$ cat src/rtl/pool_pkg.sv
// Shared types and helpers for the 2x2 max-pooling stage.
package pool_pkg;

    localparam int unsigned POOL_DATA_W = 8;
    localparam int unsigned POOL_CH_W   = 4;
    localparam int unsigned SMAX_W      = 32;

    typedef enum logic [2:0] {
        ST_IDLE = 3'd0,
        ST_RD0  = 3'd1,
        ST_RD1  = 3'd2,
        ST_RD2  = 3'd3,
        ST_RD3  = 3'd4,
        ST_WR   = 3'd5,
        ST_FIN  = 3'd6
    } state_e;

    // Signed maximum; callers sign-extend narrower words to SMAX_W first.
    function automatic logic signed [SMAX_W-1:0] smax(
        input logic signed [SMAX_W-1:0] a,
        input logic signed [SMAX_W-1:0] b
    );
        return (a > b) ? a : b;
    endfunction

endpackage

$ cat src/rtl/pool_window_counter.sv
// Window row/column counters plus read and write address generation.
module pool_window_counter
    import pool_pkg::*;
#(
    parameter int unsigned H          = 28,
    parameter int unsigned W          = 28,
    parameter int unsigned ADDR_W     = 10,
    parameter int unsigned OUT_ADDR_W = 8
) (
    input  logic                  clk_i,
    input  logic                  rst_i,
    input  logic                  clear_i,
    input  logic                  adv_i,
    input  logic                  wr_cap_i,
    input  logic                  rd_en_i,
    input  logic [1:0]            rd_sel_i,
    output logic [ADDR_W-1:0]     rd_addr_o,
    output logic [OUT_ADDR_W-1:0] wr_addr_o,
    output logic                  last_c_o
);

    localparam int unsigned HP   = H / 2;
    localparam int unsigned WP   = W / 2;
    localparam int unsigned PR_W = (HP > 1) ? $clog2(HP) : 1;
    localparam int unsigned PC_W = (WP > 1) ? $clog2(WP) : 1;

    logic [PR_W-1:0]       pr_q, pr_d;
    logic [PC_W-1:0]       pc_q, pc_d;
    logic [ADDR_W-1:0]     rd_addr_q, rd_addr_d;
    logic [OUT_ADDR_W-1:0] wr_addr_q, wr_addr_d;
    logic [31:0]           off_c;

    assign last_c_o = (32'(pr_q) == HP - 1) && (32'(pc_q) == WP - 1);

    // Column advances every window and wraps into the next row.
    always_comb begin
        pr_d = pr_q;
        pc_d = pc_q;
        if (clear_i) begin
            pr_d = '0;
            pc_d = '0;
        end else if (adv_i) begin
            if (32'(pc_q) == WP - 1) begin
                pc_d = '0;
                pr_d = pr_q + PR_W'(1);
            end else begin
                pc_d = pc_q + PC_W'(1);
            end
        end
    end

    // Read address is prepared one cycle early from the next counter values.
    always_comb begin
        off_c = 32'd0;
        unique case (rd_sel_i)
            2'd0:    off_c = 32'd0;
            2'd1:    off_c = 32'd1;
            2'd2:    off_c = W;
            default: off_c = W + 32'd1;
        endcase
        rd_addr_d = '0;
        if (rd_en_i) begin
            rd_addr_d = ADDR_W'(32'(pr_d) * (2 * W) + 32'(pc_d) * 32'd2 + off_c);
        end
        wr_addr_d = wr_addr_q;
        if (wr_cap_i) begin
            wr_addr_d = OUT_ADDR_W'(32'(pr_q) * WP + 32'(pc_q));
        end
    end

    always_ff @(posedge clk_i) begin
        if (rst_i) begin
            pr_q      <= '0;
            pc_q      <= '0;
            rd_addr_q <= '0;
            wr_addr_q <= '0;
        end else begin
            pr_q      <= pr_d;
            pc_q      <= pc_d;
            rd_addr_q <= rd_addr_d;
            wr_addr_q <= wr_addr_d;
        end
    end

    assign rd_addr_o = rd_addr_q;
    assign wr_addr_o = wr_addr_q;

endmodule

$ cat src/rtl/maxpool_stage.sv
// 2x2 stride-2 signed max-pooling of one feature-map channel per start pulse.
// Defining MAXPOOL_RELU_EN clamps negative pooled results to zero.
module maxpool_stage
    import pool_pkg::*;
#(
    parameter int unsigned H          = 28,
    parameter int unsigned W          = 28,
    parameter int unsigned DATA_W     = POOL_DATA_W,
    parameter int unsigned ADDR_W     = 10,
    parameter int unsigned OUT_ADDR_W = 8,
    parameter int unsigned CH_W       = POOL_CH_W
) (
    input  logic                  clk_i,
    input  logic                  rst_i,
    input  logic                  start_i,
    input  logic [CH_W-1:0]       ch_in_i,
    output logic [ADDR_W-1:0]     rd_addr_o,
    input  logic [DATA_W-1:0]     rd_data_i,
    output logic                  wr_en_o,
    output logic [OUT_ADDR_W-1:0] wr_addr_o,
    output logic [DATA_W-1:0]     wr_data_o,
    output logic [CH_W-1:0]       wr_ch_o,
    output logic                  busy_o,
    output logic                  done_o
);

    state_e                    state_q, state_d;
    logic [CH_W-1:0]           ch_q, ch_d;
    logic signed [DATA_W-1:0]  max_q, max_d;
    logic signed [DATA_W-1:0]  wr_data_q, wr_data_d;
    logic                      busy_q, busy_d;
    logic                      done_q, done_d;
    logic                      wr_en_q, wr_en_d;

    logic signed [DATA_W-1:0]  rd_s_c;
    logic signed [DATA_W-1:0]  cmp_c;
    logic signed [DATA_W-1:0]  pooled_c;
    logic                      clear_c, adv_c, wr_cap_c, rd_en_c, last_c;
    logic [1:0]                rd_sel_c;

    assign rd_s_c = rd_data_i;
    assign cmp_c  = DATA_W'(smax(SMAX_W'(max_q), SMAX_W'(rd_s_c)));

`ifdef MAXPOOL_RELU_EN
    assign pooled_c = cmp_c[DATA_W-1] ? '0 : cmp_c;
`else
    assign pooled_c = cmp_c;
`endif

    pool_window_counter #(
        .H          (H),
        .W          (W),
        .ADDR_W     (ADDR_W),
        .OUT_ADDR_W (OUT_ADDR_W)
    ) u_cnt (
        .clk_i     (clk_i),
        .rst_i     (rst_i),
        .clear_i   (clear_c),
        .adv_i     (adv_c),
        .wr_cap_i  (wr_cap_c),
        .rd_en_i   (rd_en_c),
        .rd_sel_i  (rd_sel_c),
        .rd_addr_o (rd_addr_o),
        .wr_addr_o (wr_addr_o),
        .last_c_o  (last_c)
    );

    // Four reads per window; the max register trails the read data by one cycle.
    always_comb begin
        state_d   = state_q;
        ch_d      = ch_q;
        max_d     = max_q;
        wr_data_d = wr_data_q;
        busy_d    = busy_q;
        done_d    = 1'b0;
        wr_en_d   = 1'b0;
        clear_c   = 1'b0;
        adv_c     = 1'b0;
        wr_cap_c  = 1'b0;
        unique case (state_q)
            ST_IDLE: begin
                if (start_i) begin
                    ch_d    = ch_in_i;
                    busy_d  = 1'b1;
                    clear_c = 1'b1;
                    state_d = ST_RD0;
                end
            end
            ST_RD0: state_d = ST_RD1;
            ST_RD1: begin
                max_d   = rd_s_c;
                state_d = ST_RD2;
            end
            ST_RD2: begin
                max_d   = cmp_c;
                state_d = ST_RD3;
            end
            ST_RD3: begin
                max_d   = cmp_c;
                state_d = ST_WR;
            end
            ST_WR: begin
                wr_en_d   = 1'b1;
                wr_data_d = pooled_c;
                wr_cap_c  = 1'b1;
                if (last_c) begin
                    state_d = ST_FIN;
                end else begin
                    adv_c   = 1'b1;
                    state_d = ST_RD0;
                end
            end
            ST_FIN: begin
                done_d  = 1'b1;
                busy_d  = 1'b0;
                state_d = ST_IDLE;
            end
            default: state_d = ST_IDLE;
        endcase
    end

    // Read strobe and sample offset follow the state being entered.
    always_comb begin
        rd_en_c  = 1'b0;
        rd_sel_c = 2'd0;
        unique case (state_d)
            ST_RD0: begin rd_en_c = 1'b1; rd_sel_c = 2'd0; end
            ST_RD1: begin rd_en_c = 1'b1; rd_sel_c = 2'd1; end
            ST_RD2: begin rd_en_c = 1'b1; rd_sel_c = 2'd2; end
            ST_RD3: begin rd_en_c = 1'b1; rd_sel_c = 2'd3; end
            default: begin rd_en_c = 1'b0; rd_sel_c = 2'd0; end
        endcase
    end

    always_ff @(posedge clk_i) begin
        if (rst_i) begin
            state_q   <= ST_IDLE;
            ch_q      <= '0;
            max_q     <= '0;
            wr_data_q <= '0;
            busy_q    <= 1'b0;
            done_q    <= 1'b0;
            wr_en_q   <= 1'b0;
        end else begin
            state_q   <= state_d;
            ch_q      <= ch_d;
            max_q     <= max_d;
            wr_data_q <= wr_data_d;
            busy_q    <= busy_d;
            done_q    <= done_d;
            wr_en_q   <= wr_en_d;
        end
    end

    assign wr_en_o   = wr_en_q;
    assign wr_data_o = wr_data_q;
    assign wr_ch_o   = ch_q;
    assign busy_o    = busy_q;
    assign done_o    = done_q;

endmodule
$ cat config.mk
export PLATFORM = sky130hd
export DESIGN_NAME = maxpool_stage
export DESIGN_NICKNAME = d
export VERILOG_FILES = /design/src/rtl/pool_pkg.sv /design/src/rtl/pool_window_counter.sv /design/src/rtl/maxpool_stage.sv
export SDC_FILE = /design/constraint.sdc
export NUM_CORES = 1
export LEC_CHECK = 0
export ABC_CLOCK_PERIOD_IN_PS = 4300
export CAP_MARGIN = 20
export CORE_MARGIN = 1.5
export CORE_UTILIZATION = 54
export DETAILED_ROUTE_END_ITERATION = 8
export PLACE_DENSITY = 0.89
export SLEW_MARGIN = 10
export SYNTH_ARGS = -nofsm -noshare
export SYNTH_HDL_FRONTEND = slang
export SYNTH_SLANG_ARGS = --single-unit
$ cat constraint.sdc
create_clock -name clk_i -period 4.3 [get_ports clk_i]
set_clock_uncertainty 0.1 [all_clocks]
set_input_delay 0.43 -clock clk_i [delete_from_list [all_inputs] [get_ports clk_i]]
set_output_delay 0.43 -clock clk_i [all_outputs]
set_load 0.01 [all_outputs]
==> results of run 1 <==
## cells in the final DEF, fill, tap and decap left out, drive strengths merged, types with 11 or more instances in the layout
| master | count |
|---|---|
| nand2 | 30 |
| inv | 17 |
| dfxtp | 52 |
| xnor2 | 12 |
| a21oi | 25 |
| a211oi | 11 |
| nor2 | 50 |
| clkdlybuf4s50 | 47 |
| ha | 31 |
| a21o | 15 |
## cell families (layout without fill, tap and decap cells)
logic type / count (synthesis) / after routing / share of synthesized area [%]
and+or+nand+nor: 122 / 122 / 18.5
AOI/OAI and AO/OA: 93 / 93 / 21.3
DFF: 52 / 52 / 32.7
adders and majority gates: 41 / 41 / 18.5
buffers and inverters: 35 / 77 / 4.64
xor gates and xnor gates: 15 / 15 / 4.13
muxes: 1 / 1 / 0.314
## power by group through the flow
| stage | Combinational [uW] | Sequential (uW) | Clock, uW |
|---|---|---|---|
| 2_1_floorplan | 138 | 528 | 0 |
| 3_3_place_gp | 193 | 531 | 0 |
| 3_5_place_dp | 198 | 532 | 0 |
| 4_1_cts | 200 | 521 | 293 |
| 5_1_grt | 222 | 525 | 319 |
| 6_report | 202 | 521 | 290 |
## worst reg2reg max path, stage by stage (launching register included)
cell	delay (ps)
dfxtp_1	490
inv_1	130
ha_1	220
nand2_1	60
and3_1	260
nand2_1	100
xnor2_1	160
nor2_1	360
fa_1	500
ha_1	220
fa_1	410
xnor2_1	170
nor3b_1	270
xnor2_1	150
nor2_1	50
## cell type report
type,instances,area [sq um],share of cell area (%)
Inverter,16,60.1,1.58
Clock inverter,3,21.3,0.561
Multi-Input combinational cell,272,2000,52.6
Clock buffer,5,68.8,1.81
Sequential cell,52,1040,27.4
Timing Repair Buffer,53,515,13.6
Tap cell,72,90.1,2.38
## how the worst max path moves through the flow
| stage | from | end | slack (ps) | cells past startpoint |
|---|---|---|---|---|
| 2_1_floorplan | u_cnt.pr_q[1] | u_cnt.rd_addr_o[8] | 790 | 15 |
| 3_5_place_dp | start_i | u_cnt.rd_addr_o[9] | 470 | 14 |
| 5_1_grt | u_cnt.pr_q[1] | u_cnt.rd_addr_o[8] | 210 | 14 |
| 4_1_cts | u_cnt.pr_q[1] | u_cnt.rd_addr_o[8] | 510 | 14 |
| 6_report | u_cnt.pr_q[1] | u_cnt.rd_addr_o[8] | 540 | 14 |
| 3_3_place_gp | start_i | u_cnt.rd_addr_o[9] | 610 | 14 |
## Yosys cell counts, drive strengths merged (3+ instances only)
cell,instances,share of area (%)
ha,31,12
o211ai,3,0.71
dfxtp,52,33
and2,3,0.59
a21oi,25,3.9
a211oi,11,2.6
o221a,8,2.8
xnor2,12,3.3
a21o,15,3.5
fa,10,6.3
nand3,8,1.3
xor2,3,0.83
nor2,50,5.9
nor3b,6,1.4
buf,4,0.98
nand2b,6,1.2
nor3,4,0.63
a32o,8,2.5
a31oi,9,1.8
or2,3,0.59
inv,16,1.9
clkbuf,15,1.8
nand2,30,3.5
o21ai,4,0.63
## state kept, by name, summed over array words and instances, names as in the netlist, 3 cells and up
signal,flops
u_cnt.rd_addr_o,10
max_q,8
u_cnt.wr_addr_o,8
wr_data_o,8
u_cnt.pc_q,4
u_cnt.pr_q,4
wr_ch_o,4
state_q,3
## routing by layer
layer / wire [um] / vias up
met5: 0 / -
met4: 110 / 0
met3: 405 / 10
met2: 3460 / 98
met1: 2990 / 1316
li1: - / 1361
## stage by stage
stage	power, uW	cell area [sq um]
2_1_floorplan	665	3180
3_3_place_gp	724	3700
3_5_place_dp	730	3700
4_1_cts	1010	3790
5_1_grt	1070	3790
6_report	1010	3790
==> impl_metrics.json, run 1 <==
{
  "status": "completed",
  "vias": 2785,
  "antenna_found_initial": 0,
  "cp_max_fo": 6,
  "slowest_stage": "fa_1",
  "grt_util_met2_pct": 42.5,
  "yosysSeqAreaShare_pct": 32.7,
  "rr_startpoint": "u_cnt.pr_q[1]",
  "ys.flop_type": "dfxtp_1",
  "maxSlewViolCount": 0,
  "finalCritPeriodShare_pct": 87.4,
  "root_buffer": "clkbuf_8",
  "grt_util_met1_pct": 28.6,
  "io_buffer_count": 47,
  "fmax_ghz": 0.266,
  "yosys_register_bits": 52,
  "grt-ovfl-total": 0,
  "htree_levels": 2,
  "critPathKind": "flip-flop to flip-flop",
  "fin_tns_setup_ps": 0,
  "clk_latency_ps": 320,
  "switching_power_uw": 308,
  "finalSetupViolCount": 0,
  "gr-usage-met3_pct": 4.57,
  "p_seq_share_pct": 51.4,
  "syn_area_per_cell_sq_um": 8.87,
  "path_delay_family": "adder cells",
  "track_usage_pct": 24.0,
  "num_rows": 27,
  "synth_cell_types": 46,
  "ff2ff_setup_slack_ps": 540,
  "crit_arrival_ps": 3870,
  "fillers": 434,
  "hold_start": "u_cnt.wr_addr_o[5]",
  "synthCells": 359,
  "setup_slack_ps": 541,
  "drive_gt1_share_pct": 4.49,
  "area_growth_pct": 19.1,
  "reg2reg_depth": 14,
  "layout_min_cycle_time_ps": 3760,
  "critPathRequiredTime_ps": 4410,
  "coreArea_sq_um": 5610,
  "tritoncts": "done",
  "drc_errors": 0,
  "cellLeakagePower_uw": 0.00169,
  "grt_pass1_vias": 2792,
  "pwr-share-clk_pct": 28.6,
  "pwr-share-comb_pct": 20.0,
  "nNetsFinal": 456,
  "cp_num_buf_inv": 1,
  "post_drt_via_cell_ratio": 5.89,
  "stdcell_count": 473,
  "cpMostUsedCell": "xnor2_1",
  "ir_drop_mv": 0.156,
  "cts_hold_buf": 0,
  "place.gp.congestion": 0.844,
  "numCtsBuffers": 5,
  "relSlewSlack_pct": 40.8,
  "ctsResizeCount": 0,
  "hold_path_class": "flip-flop to flip-flop",
  "tightest_slew_ps": 888,
  "swShare_pct": 30.4,
  "grt_pass1_wl_um": 12200,
  "syn_area_sq_um": 3180,
  "die_w_um": 79.8,
  "ios": 48,
  "dpl.cell_count": 465,
  "clkTransAtPathRegs_ps": 100,
  "final_hold_viol_count": 0,
  "yosysWarnings": 0,
  "max_stage_delay_ps": 500,
  "worstSetupEndpointType": "flip-flop",
  "post-route-util_pct": 67.6,
  "whs_ps": 360,
  "hpwlAfterDp_um": 4920,
  "crit_chain": "inv_1 > ha_1 > nand2_1 > and3_1 > nand2_1 > xnor2_1 > nor2_1 > fa_1 > ha_1 > fa_1 > xnor2_1 > nor3b_1 > xnor2_1 > nor2_1",
  "r2r-end": "u_cnt.rd_addr_o[8]",
  "ys_async_sr_fraction_pct": 0,
  "grt_max_degree": 37,
  "cap_violations": 0,
  "drtAntennaViolNets": 0,
  "p_per_area_nw_per_um2": 267,
  "grt-busiest-layer": "met2",
  "rsz0062_at_grt": "no",
  "synth_fp_nets": 415,
  "cts_setup_buffers": 0,
  "min_delay_path_depth": 2,
  "drtIter0Drc": 196,
  "drt-total-wl_um": 6970,
  "numClockSinks": 52,
  "internal_power_uw": 706,
  "routedWlPerCell_um": 14.7,
  "dieArea_sq_um": 6370,
  "first_pass_iters": 5,
  "die_h_um": 79.8,
  "cts_buffer_depth": 2,
  "dp_slack_ps": 469,
  "start_util_pct": 56.8,
  "synth_enable_flop_cells": 0,
  "worstSetupStartpointType": "flip-flop",
  "n_antenna_cell": 0,
  "hold_end": "u_cnt.wr_addr_o[5]"
}
(Power assumes the default switching activity.)
==> run 2, diff against run 1 <==
- CAP_MARGIN: 20 -> default
==> results of run 2 <==
Final layout, timing and power as in run 1 (identical DEF).
